===== src/rtl/tlul_data_integ_pipe.sv =====
// Per-lane inverted Hsiao (39,32) SECDED encode (Mode 0) or check/correct (Mode 1) feeding a
// small valid/ready output FIFO. Optional error-beat counter: TLUL_DATA_INTEG_ERR_CNT_EN.
module tlul_data_integ_pipe #(
  parameter int unsigned NumLanes = 1,
  parameter int unsigned Mode     = 0,
  parameter int unsigned Depth    = 2,
  localparam int unsigned InW     = (Mode == 0) ? 32 : 39,
  localparam int unsigned OutW    = (Mode == 0) ? 39 : 32
) (
  input  logic                     clk_i,
  input  logic                     rst_ni,
  input  logic                     valid_i,
  output logic                     ready_o,
  input  logic [NumLanes*InW-1:0]  data_i,
  output logic                     valid_o,
  input  logic                     ready_i,
  output logic [NumLanes*OutW-1:0] data_o,
  output logic [NumLanes*2-1:0]    err_o
`ifdef TLUL_DATA_INTEG_ERR_CNT_EN
  ,
  input  logic                     err_cnt_clr_i,
  output logic [15:0]              err_cnt_o
`endif
);

  localparam int unsigned PtrW = (Depth > 1) ? $clog2(Depth) : 1;
  localparam int unsigned CntW = $clog2(Depth + 1);

  // Check bits are stored inverted so an all-zero word is never a valid codeword.
  localparam logic [38:0] InvMask = 39'h2A00000000;
  // Row i covers data bits [31:0] plus its own check bit 32+i.
  localparam logic [6:0][38:0] HMask = {
    39'h4098505586, 39'h202DCC624C, 39'h10C2C1323B, 39'h0831234ED1,
    39'h04413D89AA, 39'h02DEBA8050, 39'h012606BD25
  };

  function automatic logic [38:0] secded_enc(input logic [31:0] d);
    logic [38:0] w;
    w = {7'h00, d};
    for (int i = 0; i < 7; i++) begin
      w[32+i] = ^(d & HMask[i][31:0]);
    end
    return w ^ InvMask;
  endfunction

  // Returns {double_err, single_err, corrected_data}.
  function automatic logic [33:0] secded_dec(input logic [38:0] w);
    logic [38:0] x;
    logic [6:0]  s;
    logic [6:0]  col;
    logic [31:0] d;
    x = w ^ InvMask;
    for (int i = 0; i < 7; i++) begin
      s[i] = ^(x & HMask[i]);
    end
    for (int i = 0; i < 32; i++) begin
      for (int j = 0; j < 7; j++) begin
        col[j] = HMask[j][i];
      end
      d[i] = x[i] ^ (s == col);
    end
    return {(s != 7'h00) & ~(^s), ^s, d};
  endfunction

  function automatic logic [PtrW-1:0] ptr_inc(input logic [PtrW-1:0] p);
    return (p == PtrW'(Depth - 1)) ? '0 : p + PtrW'(1);
  endfunction

  logic [NumLanes*OutW-1:0] code_d;
  logic [NumLanes*2-1:0]    lane_err;

  for (genvar k = 0; k < NumLanes; k++) begin : g_lane
    if (Mode == 0) begin : g_enc
      assign code_d[k*OutW +: OutW] = secded_enc(data_i[k*InW +: InW]);
      assign lane_err[2*k +: 2]     = 2'b00;
    end else begin : g_dec
      logic [33:0] dec;
      assign dec                    = secded_dec(data_i[k*InW +: InW]);
      assign code_d[k*OutW +: OutW] = dec[31:0];
      assign lane_err[2*k +: 2]     = dec[33:32];
    end
  end

  logic [NumLanes*OutW-1:0] mem_data_q [Depth];
  logic [NumLanes*2-1:0]    mem_err_q  [Depth];
  logic [PtrW-1:0]          wr_ptr_q, rd_ptr_q;
  logic [CntW-1:0]          cnt_q, cnt_d;
  logic                     push, pop;

  assign ready_o = (cnt_q < CntW'(Depth));
  assign valid_o = (cnt_q != '0);
  assign push    = valid_i & ready_o;
  assign pop     = valid_o & ready_i;
  assign data_o  = mem_data_q[rd_ptr_q];
  assign err_o   = mem_err_q[rd_ptr_q];

  always_comb begin
    cnt_d = cnt_q;
    if (push && !pop) begin
      cnt_d = cnt_q + CntW'(1);
    end else if (!push && pop) begin
      cnt_d = cnt_q - CntW'(1);
    end
  end

  always_ff @(posedge clk_i or negedge rst_ni) begin
    if (!rst_ni) begin
      wr_ptr_q <= '0;
      rd_ptr_q <= '0;
      cnt_q    <= '0;
      for (int i = 0; i < int'(Depth); i++) begin
        mem_data_q[i] <= '0;
        mem_err_q[i]  <= '0;
      end
    end else begin
      if (push) begin
        mem_data_q[wr_ptr_q] <= code_d;
        mem_err_q[wr_ptr_q]  <= lane_err;
        wr_ptr_q             <= ptr_inc(wr_ptr_q);
      end
      if (pop) begin
        rd_ptr_q <= ptr_inc(rd_ptr_q);
      end
      cnt_q <= cnt_d;
    end
  end

`ifdef TLUL_DATA_INTEG_ERR_CNT_EN
  logic [15:0] err_cnt_q, err_cnt_d;

  always_comb begin
    err_cnt_d = err_cnt_q;
    if (err_cnt_clr_i) begin
      err_cnt_d = 16'h0000;
    end else if (push && (|lane_err) && (err_cnt_q != 16'hFFFF)) begin
      err_cnt_d = err_cnt_q + 16'h0001;
    end
  end

  always_ff @(posedge clk_i or negedge rst_ni) begin
    if (!rst_ni) begin
      err_cnt_q <= 16'h0000;
    end else begin
      err_cnt_q <= err_cnt_d;
    end
  end

  assign err_cnt_o = err_cnt_q;
`endif

endmodule


===== config.mk =====
export PLATFORM = sky130hd
export DESIGN_NAME = tlul_data_integ_pipe
export DESIGN_NICKNAME = d
export VERILOG_FILES = /design/src/rtl/tlul_data_integ_pipe.sv
export SDC_FILE = /design/constraint.sdc
export NUM_CORES = 1
export LEC_CHECK = 0
export ABC_AREA = 1
export BUFFER_PORTS_ARGS = -buffer_cell sky130_fd_sc_hd__buf_2
export CAP_MARGIN = 20
export CORE_UTILIZATION = 59
export CTS_CLUSTER_DIAMETER = 50
export DETAILED_ROUTE_END_ITERATION = 8
export PLACE_DENSITY = 0.8
export SETUP_SLACK_MARGIN = 0.2
export SYNTH_ARGS = -nofsm -noshare
export SYNTH_HDL_FRONTEND = slang
export SYNTH_SLANG_ARGS = --single-unit

===== constraint.sdc =====
create_clock -name clk_i -period 3.6 [get_ports clk_i]
set_input_delay 1.08 -clock clk_i [delete_from_list [all_inputs] [get_ports clk_i]]
set_output_delay 1.08 -clock clk_i [all_outputs]
set_load 0.01 [all_outputs]

==> metrics.md, run 1 <==
| Metric | Value |
|---|---|
| Crit-path cells | inv_1 -> buf_12 -> nand2_1 -> nand2_1 -> buf_2 |
| Number of synthesized register bits | 86 |
| Placement row count | 33 |
| Cts hold-fix bufs | 0 |
| Post-synth EDFFs | 0 |
| Reg2reg start | cnt_q[1]$_DFFE_PN0P_ |
| Worst EP required | 2520 ps |
| Worst setup EP type | output pin |
| Peak supply drop | 0.370 mV |
| Core Region | 8180 µm² |
| Initial antenna violation count | 0 |
| Max_cap viols | 0 |
| WP buf/inv | 3 |
| Synthesized area | 4970 µm² |
| Finished Core Util | 69.3% |
| Setup Fix Bufs, Post-CTS | 0 |
| CP top delay family | buffers and inverters |
| CTS tree | yes |
| Final setup fails | 0 |
| Busiest grt layer | met2 |
| Layout Skew | 13.3 ps |
| Met3 Usage GRT | 4.29% |
| Area Growth Syn to Fin | 14.0% |
| 1st-pass router iterations | 6 |
| Final ANT Viol Nets | 0 |
| Clk_lat worst skew | 360 ps |
| Clk buf depth | 2 |
| Critical path class | register to output pin |
| Clock Sinks | 86 |
| Crit. Startpoint | rd_ptr_q$_DFFE_PN0P_ |
| Worst-path clk slew | 90 ps |
| Met2 Use GR | 46.8% |
| H-tree levels | 3 |
| Detailed Route Iter0 Violations | 283 |
| Nets | 837 |
| GPL Wtd Cong | 0.870 |
| Syn nets | 769 |
| Vias per inst | 5.20 |
| CP peak stage delay | 530 ps |
| Synth async-reset ratio | 100% |
| Dpl hpwl | 8.34 mm |
| Worst EP arrival | 1780 ps |
| GRT Util Overall | 27.8% |
| Post-cts sizing count | 0 |
| Worst setup SP type | register |
| Global-route wire length before repair | 19.1 mm |
| CP max FO | 21 |
| Slew headroom | 52.3% |
| Hold Fails Final Rpt | 0 |
| Worst Hold Depth | 2 |
| Vias in the first global route | 4285 |
| Syn Area/Cell | 6.79 µm² |
| Final Slew Violations | 0 |
| Fin crit period | 2860 ps |
| Die Wd | 93.8 µm |
| Crit path capture | data_o[35] |
| Main synth FF type | dfrtp_1 |
| Cell mode on critical path | nand2_1 |
| Final Cycle Share | 79.5% |
| Pleak | 3.36 nW |
| Reg2Reg Depth | 7 |
| Number of cells on the critical path | 5 |
| Synthesis Warnings | 0 |
| Drt wl/cell | 12.6 µm |
| Port Buffers | 78 |
| Share of layout cells above drive strength 1 | 15.7% |
| HP Class | register to register |
| Outcome | completed |
| Starting Density | 60.8% |
| Worst-path cell with the longest stage delay | inv_1 |
| Routed vias | 4733 |
| I/O pin cnt | 79 |
| R2r endpoint | mem_data_q[46]$_DFFE_PN0P_ |
| Largest net degree at the start of global routing | 74 |
| Internal reg-to-reg setup slack | 1980 ps |
| DRC violations left | 0 |
| Global route overflow | 0 |
| Least-Margin Pin Slew | 714 ps |
| Root Driver | clkbuf_8 |
| Post-synthesis sequential area ratio | 43.3% |
| Cell variety after synth | 24 |
| Peak Freq | 0.349 GHz |
| Pwr Total | 4.32 mW |
| RSZ-0062 raised after global routing | false |
| Diode count | 0 |
| M1 GR Usage | 36.9% |
| Post-route setup TNS | 0 ps |
| Power density cells | 762 nW/µm² |
| Drt total wl | 11.4 mm |
| Post-Synthesis Cells | 732 |
| Num CTS Buffers | 9 |
| Die outline height | 93.8 µm |
| Die Footprint | 8790 µm² |
[registers in the layout, summed over array words and instances (netlist names)]
register	count
mem_err_q	4
rd_ptr_q	1
mem_data_q	78
wr_ptr_q	1
cnt_q	2
[how the worst min path moves through the flow]
stage / to / startpoint
detailed placement: mem_err_q[1]$_DFFE_PN0P_ / mem_err_q[1]$_DFFE_PN0P_
CTS: mem_err_q[1]$_DFFE_PN0P_ / mem_err_q[1]$_DFFE_PN0P_
floorplan: mem_err_q[0]$_DFFE_PN0P_ / mem_err_q[0]$_DFFE_PN0P_
global route: cnt_q[0]$_DFFE_PN0P_ / cnt_q[0]$_DFFE_PN0P_
global placement: mem_err_q[1]$_DFFE_PN0P_ / mem_err_q[1]$_DFFE_PN0P_
finish: mem_err_q[1]$_DFFE_PN0P_ / mem_err_q[1]$_DFFE_PN0P_
[worst reg2reg max path, stage by stage (launching register included)]
cell	delay (ps)
dfrtp_1	380
inv_2	100
nand2_4	110
nor2_8	180
inv_2	280
buf_12	290
nand2_1	80
o21ai_0	80
[layout make-up]
cell class / count / area [µm²]
Fill cell: 725 / 2510
Multi-Input combinational cell: 559 / 2430
Sequential cell: 86 / 2150
Timing Repair Buffer: 82 / 460
Inverter: 62 / 235
Clock buffer: 10 / 138
Tap cell: 105 / 131
Clock inverter: 6 / 116
[cells by family (layout without fill, tap and decap cells)]
group	count (synthesis)	after routing	synth area share, %
and+or+nand+nor	469	469	38.3
buffers and inverters	87	160	7.73
DFF	86	86	43.3
AOI/OAI and AO/OA	70	70	7.05
xor gates and xnor gates	19	19	3.35
adders and majority gates	1	1	0.252
[cell usage after synthesis (5+ instances only)]
| cell | instances | area [µm²] |
|---|---|---|
| nand4_1 | 5 | 31.3 |
| inv_1 | 45 | 169 |
| nor2_1 | 9 | 33.8 |
| buf_6 | 5 | 56.3 |
| buf_2 | 8 | 40.0 |
| nand2_1 | 397 | 1490 |
| nand2_2 | 6 | 37.5 |
| dfrtp_1 | 86 | 2150 |
| o21ai_0 | 27 | 135 |
| inv_2 | 16 | 60.1 |
| xor2_1 | 10 | 87.6 |
| nand3_1 | 45 | 225 |
| clkbuf_1 | 10 | 37.5 |
| o21ai_1 | 42 | 210 |
| xnor2_1 | 9 | 78.8 |
[routing by layer]
metal / routed length, µm / vias to the layer above
met5: 0 / -
li1: - / 2395
met4: 163 / 0
met3: 616 / 17
met1: 5190 / 2171
met2: 5460 / 150
[power by group]
group,switching [mW],leakage (nW),internal (mW)
clock network,0.365,0.127,0.486
registers,0.231,1.08,1.39
logic,1.15,2.16,0.699
[stage by stage]
step	instance area [µm²]	instances	hold WS, ps	worst slack [ps]
global route	5670	910	494	618
global placement	5410	894	450	1180
CTS	5670	910	478	710
floorplan	4970	732	436	1500
finish	5670	910	473	737
detailed placement	5410	894	454	1130
[placed cells by master, fill, tap and decap left out]
| cell type | synthesis | final |
|---|---|---|
| nand2b_4 | 1 | 1 |
| nor2_1 | 9 | 9 |
| o21ai_1 | 42 | 42 |
| xnor2_1 | 9 | 9 |
| buf_4 | 2 | 2 |
| inv_4 | 1 | 1 |
| nand2_4 | 1 | 1 |
| inv_2 | 16 | 16 |
| nand3_1 | 45 | 45 |
| a21oi_1 | 1 | 1 |
| nand3b_1 | 2 | 2 |
| ha_1 | 1 | 1 |
| clkbuf_8 | 0 | 10 |
| nand2_1 | 397 | 397 |
| nor2_2 | 1 | 1 |
| dfrtp_1 | 86 | 86 |
| buf_12 | 0 | 3 |
| o21ai_0 | 27 | 27 |
| inv_6 | 0 | 2 |
| clkinv_4 | 0 | 1 |
| bufinv_16 | 0 | 3 |
| nand2_2 | 6 | 6 |
| xor2_1 | 10 | 10 |
| nand4_1 | 5 | 5 |
| inv_1 | 45 | 45 |
| nor2_8 | 2 | 2 |
| buf_2 | 8 | 77 |
No activity file was read; power rests on OpenSTA's default activity.
==> run 2, diff against run 1 <==
Settings changed: CORE_UTILIZATION 59 to 57, PLACE_DENSITY 0.8 to 0.77.
Clock period 3.6 ns to 2.9 ns, I/O delays scaled along.
==> metrics.md, run 2 (synthesis results as in run 1) <==
| Metric | Value |
|---|---|
| Critical path class | register to output pin (unchanged) |
| Placed cells | 895 (was 894) |
| Reg2reg start | cnt_q[1]$_DFFE_PN0P_ (unchanged) |
| Final Slew Violations | 0 (unchanged) |
| Root Driver | clkbuf_8 (unchanged) |
| Routed vias | 4769 (was 4733) |
| Die Wd | 95.4 µm (was 93.8 µm) |
| CTS tree | yes (unchanged) |
| Fin crit period | 2420 ps |
| Die Footprint | 9100 µm² (was 8790 µm²) |
| Fin cells | 911 (was 910) |
| FF/Latch Area | 2150 µm² (unchanged) |
| Largest Register | mem_data_q (unchanged) |
| Power density cells | 924 nW/µm² (was 762 nW/µm²) |
| Post-route setup TNS | 0 ps (unchanged) |
| Slew headroom | 53.4% (was 52.3%) |
| Clock Sinks | 86 (unchanged) |
| Nets | 838 (was 837) |
| GPL Wtd Cong | 0.933 (was 0.870) |
| Worst setup SP type | register (unchanged) |
| RSZ-0062 raised after global routing | false (unchanged) |
| Worst EP required | 2030 ps (was 2520 ps) |
| Final Cycle Share | 83.4% |
| 1st-pass router iterations | 5 (was 6) |
| Hold Fails Final Rpt | 0 (unchanged) |
| R2r endpoint | mem_data_q[63]$_DFFE_PN0P_ (was mem_data_q[46]$_DFFE_PN0P_) |
| Share of layout cells above drive strength 1 | 15.8% (was 15.7%) |
| Drt wl/cell | 12.9 µm (was 12.6 µm) |
| Worst-path clk slew | 100 ps (was 90 ps) |
| Diode count | 0 (unchanged) |
| Fill cells | 758 (was 725) |
| Largest net degree at the start of global routing | 74 (unchanged) |
| Outcome | completed (unchanged) |
| Max FFs per register | 78 (unchanged) |
| Pleak | 3.33 nW (was 3.36 nW) |
| Port Buffers | 78 (unchanged) |
| CP max FO | 40 (was 21) |
| Crit. Startpoint | rd_ptr_q$_DFFE_PN0P_ (unchanged) |
| Detailed Route Iter0 Violations | 267 (was 283) |
| Least-Margin Pin Slew | 700 ps (was 714 ps) |
| Global-route wire length before repair | 19.6 mm (was 19.1 mm) |
| Worst setup EP type | output pin (unchanged) |
| Reg2Reg Depth | 7 (unchanged) |
| Setup Fix Bufs, Post-CTS | 0 (unchanged) |
| Drt total wl | 11.8 mm (was 11.4 mm) |
| Crit path capture | data_o[5] (was data_o[35]) |
| Clk_lat worst skew | 360 ps (about the same) |
| DRC violations left | 0 (unchanged) |
| Dpl hpwl | 8.47 mm (was 8.34 mm) |
| Final ANT Viol Nets | 0 (unchanged) |
| Peak supply drop | 0.503 mV (was 0.370 mV) |
| Largest registers | mem_data_q (78), mem_err_q (4), cnt_q (2) (unchanged) |
| Post-cts sizing count | 0 (unchanged) |
| Vias per inst | 5.23 (was 5.20) |
| HP Class | input pin to asynchronous set/reset pin (was register to register) |
| Most frequent cells in the layout | nand2_1, dfrtp_1, buf_2, inv_1, nand3_1 (unchanged) |
| Worst EP arrival | 1550 ps (was 1780 ps) |
| Area Growth Syn to Fin | 12.9% (was 14.0%) |
| Cts hold-fix bufs | 0 (unchanged) |
| Peak Freq | 0.413 GHz |
| Internal reg-to-reg setup slack | 1340 ps (was 1980 ps) |
| Starting Density | 59.6% (was 60.8%) |
| Num CTS Buffers | 9 (unchanged) |
| H-tree levels | 3 (unchanged) |
| Global route overflow | 0 (unchanged) |
| Most common cell after layout, fill and taps aside | nand2_1 (unchanged) |
| I/O pin cnt | 79 (unchanged) |
| Die outline height | 95.4 µm (was 93.8 µm) |
| GRT Util Overall | 27.8% (about the same) |
| Core Region | 8340 µm² (was 8180 µm²) |
| Max_cap viols | 0 (unchanged) |
| Footprint of the multi-input gates | 2430 µm² (unchanged) |
| Clk buf depth | 2 (unchanged) |
| Initial antenna violation count | 0 (unchanged) |
| Placement row count | 33 (unchanged) |
| Final setup fails | 0 (unchanged) |
| Layout Skew | 12.7 ps (was 13.3 ps) |
| Vias in the first global route | 4335 (was 4285) |
run 2: metal layers:
layer  share of wire (%)  wire length, µm  GRT usage, %
met5                   0                0             0
met2                  47             5530          45.5
met3                 5.2              615          5.82
met1                  46             5420          36.7
met4                 1.7              200          9.33
run 2: critical path: stages, from the launching register on:
cell     delay, ps
dfrtp_1        390
inv_1           50
buf_4          390
nand2_1        100
nand2_1         90
buf_2          130
run 2: worst min path at each step:
stage	slack, ps	endpoint	from
after floorplan	440	mem_err_q[0]$_DFFE_PN0P_	mem_err_q[0]$_DFFE_PN0P_
after global placement	450	mem_err_q[1]$_DFFE_PN0P_	mem_err_q[1]$_DFFE_PN0P_
after detailed placement	460	mem_err_q[1]$_DFFE_PN0P_	mem_err_q[1]$_DFFE_PN0P_
after CTS	400	mem_data_q[1]$_DFFE_PN0P_	rst_ni
after global routing	420	mem_data_q[4]$_DFFE_PN0P_	rst_ni
final	410	mem_data_q[4]$_DFFE_PN0P_	rst_ni
run 2: where the power goes:
part	total, mW	internal (mW)	switching, mW
Clock	0.878	0.407	0.471
Combinational	2.29	0.851	1.44
Sequential	2.01	1.73	0.287
Total	5.18	2.99	2.20
run 2: layout make-up:
class	count	area share (%)
clock buffers	9	2.21
clock inverters	7	1.40
repair buffers	83	8.12
flip-flops and latches	86	38.4
inverters	62	4.19
multi-input cells	559	43.4
well taps	105	2.34
run 2: stage by stage:
| stage | hold slack, ps | cell area, µm² | power, mW | worst slack, ps | util, % |
|---|---|---|---|---|---|
| after floorplan | 436 | 4970 | 3.58 | 1010 | - |
| after global placement | 449 | 5410 | 4.23 | 858 | 64.8 |
| after detailed placement | 456 | 5410 | 4.34 | 802 | 64.8 |
| after CTS | 403 | 5610 | 5.23 | 461 | 67.3 |
| after global routing | 420 | 5610 | 5.63 | 320 | 67.3 |
| final | 407 | 5610 | 5.18 | 481 | 67.3 |
==> run 3, diff against run 2 <==
Clock period 2.9 ns to 2.4 ns, I/O delays scaled along.
==> metrics.md, run 3 (synthesis results as in run 1) <==
| Metric | Value |
|---|---|
| Outcome | completed (unchanged) |
| Worst EP arrival | 1410 ps (was 1550 ps) |
| Final Slew Violations | 0 (unchanged) |
| CTS tree | yes (unchanged) |
| Cts hold-fix bufs | 0 (unchanged) |
| Fin crit period | 2130 ps |
| Area Growth Syn to Fin | 15.1% (was 12.9%) |
| GPL Wtd Cong | 0.944 (was 0.933) |
| Die outline height | 95.4 µm (unchanged) |
| Crit. Startpoint | rd_ptr_q$_DFFE_PN0P_ (unchanged) |
| Die Footprint | 9100 µm² (unchanged) |
| Drt total wl | 12.1 mm (was 11.8 mm) |
| Post-route setup TNS | 0 ps (unchanged) |
| Power density cells | 1150 nW/µm² (was 924 nW/µm²) |
| Reg2Reg Depth | 7 (unchanged) |
| Largest Register | mem_data_q (unchanged) |
| H-tree levels | 3 (unchanged) |
| Max FFs per register | 78 (unchanged) |
| HP Class | input pin to asynchronous set/reset pin (unchanged) |
| 1st-pass router iterations | 5 (unchanged) |
| Cell mode on critical path | nand2_1 (unchanged) |
| CP peak stage delay | 410 ps (was 390 ps) |
| CP max FO | 21 (was 40) |
| Worst setup EP type | output pin (unchanged) |
| Num CTS Buffers | 9 (unchanged) |
| Clk buf depth | 2 (unchanged) |
| Peak supply drop | 0.499 mV (was 0.503 mV) |
| GRT Util Overall | 28.9% (was 27.8%) |
| Critical path class | register to output pin (unchanged) |
| Dpl hpwl | 8.92 mm (was 8.47 mm) |
| Max_cap viols | 0 (unchanged) |
| Die Wd | 95.4 µm (unchanged) |
| Reg2reg start | cnt_q[1]$_DFFE_PN0P_ (unchanged) |
| Worst-path clk slew | 90 ps (was 100 ps) |
| Largest net degree at the start of global routing | 49 (was 74) |
| Placement row count | 33 (unchanged) |
| DRC violations left | 0 (unchanged) |
| Drt wl/cell | 13.2 µm (was 12.9 µm) |
| Vias per inst | 5.17 (was 5.23) |
| Layout Skew | 8.54 ps (was 12.7 ps) |
| Global-route wire length before repair | 20.3 mm (was 19.6 mm) |
| RSZ-0062 raised after global routing | false (unchanged) |
| Worst-path cell with the longest stage delay | dfrtp_1 (unchanged) |
| Share of layout cells above drive strength 1 | 16.3% (was 15.8%) |
| Pleak | 3.40 nW (was 3.33 nW) |
| Starting Density | 59.6% (unchanged) |
| Global route overflow | 0 (unchanged) |
| Hold Fails Final Rpt | 0 (unchanged) |
| Fill cells | 729 (was 758) |
| Crit path capture | data_o[36] (was data_o[5]) |
| Root Driver | clkbuf_8 (unchanged) |
| Core Region | 8340 µm² (unchanged) |
| Slew headroom | 70.3% (was 53.4%) |
| Vias in the first global route | 4393 (was 4335) |
| Initial antenna violation count | 0 (unchanged) |
| Crit-path cells | inv_1 -> buf_6 -> nand2_1 -> nand2_1 -> buf_2 (was inv_1 -> buf_4 -> nand2_1 -> nand2_1 -> buf_2) |
| Most common cell after layout, fill and taps aside | nand2_1 (unchanged) |
| Peak Freq | 0.469 GHz |
| Routed vias | 4738 (was 4769) |
| Final worst hold slack | 256 ps (was 407 ps) |
| Port Buffers | 78 (unchanged) |
| Nets | 843 (was 838) |
| Detailed Route Iter0 Violations | 242 (was 267) |
| Final setup fails | 0 (unchanged) |
| Least-Margin Pin Slew | 444 ps (was 700 ps) |
| FF/Latch Area | 2150 µm² (unchanged) |
| Clock Sinks | 86 (unchanged) |
| Most frequent cells in the layout | nand2_1, dfrtp_1, buf_2, inv_1, nand3_1 (unchanged) |
| Clk_lat worst skew | 350 ps (was 360 ps) |
| Worst EP required | 1680 ps (was 2030 ps) |
| Worst setup SP type | register (unchanged) |
| Diode count | 0 (unchanged) |
| Internal reg-to-reg setup slack | 890 ps (was 1340 ps) |
| R2r endpoint | mem_data_q[57]$_DFFE_PN0P_ (was mem_data_q[63]$_DFFE_PN0P_) |
| Final ANT Viol Nets | 0 (unchanged) |
| Footprint of the multi-input gates | 2430 µm² (unchanged) |
| Final Cycle Share | 88.9% |
| Largest registers | mem_data_q (78), mem_err_q (4), cnt_q (2) (unchanged) |
| I/O pin cnt | 79 (unchanged) |
-- run 3: power by group --
group	switching, mW	total (mW)	leakage [nW]	internal, mW
clock network	0.546	1.28	0.127	0.730
registers	0.344	2.43	1.08	2.09
logic	1.79	2.88	2.19	1.09
total	2.68	6.59	3.40	3.91
-- run 3: repair_timing --
action,4_1_cts,5_1_grt
setup buffers,0,0
endpoints found under the setup margin,0,16
resized for setup,0,2
-- run 3: worst min path at each step --
| stage | from | endpoint | slack, ps | cells after the start |
|---|---|---|---|---|
| after CTS | rst_ni | mem_data_q[55]$_DFFE_PN0P_ | 250 | 1 |
| after floorplan | rst_ni | cnt_q[0]$_DFFE_PN0P_ | 420 | 0 |
| after global routing | rst_ni | mem_data_q[55]$_DFFE_PN0P_ | 270 | 1 |
| after detailed placement | mem_err_q[1]$_DFFE_PN0P_ | mem_err_q[1]$_DFFE_PN0P_ | 460 | 2 |
| after global placement | mem_err_q[0]$_DFFE_PN0P_ | mem_err_q[0]$_DFFE_PN0P_ | 450 | 2 |
| final | rst_ni | mem_data_q[8]$_DFFE_PN0P_ | 260 | 1 |
-- run 3: layout make-up --
type	instances	share of cell area, %
clock buffer	10	2.41
clock inverter	6	2.03
inverter	62	4.11
multi-input combinational	559	42.6
sequential	86	37.6
tap	105	2.30
timing repair buffer	88	8.97
-- run 3: worst max-delay path: cells and delay by family, from the launching register on --
kind	cells	cell delay (ps)
and+or+nand+nor	2	170
DFF	1	410
buffers and inverters	3	470
-- run 3: stage by stage --
stage,worst slack [ps],total power [mW],instance area [µm²],instances,utilization (%)
floorplan,660,4.33,4970,732,-
global placement,544,5.21,5460,900,65.4
detailed placement,489,5.34,5460,900,65.4
CTS,220,6.62,5710,916,68.5
global route,201,7.16,5720,916,68.6
finish,267,6.59,5720,916,68.6
-- run 3: metal layers --
layer | GRT usage, % | vias to the layer above | wire (µm)
met5 | 0 | - | 0
met4 | 10.1 | 0 | 230
met3 | 4.31 | 22 | 579
met2 | 48.6 | 127 | 5800
met1 | 38.1 | 2178 | 5520
li1 | - | 2411 | -
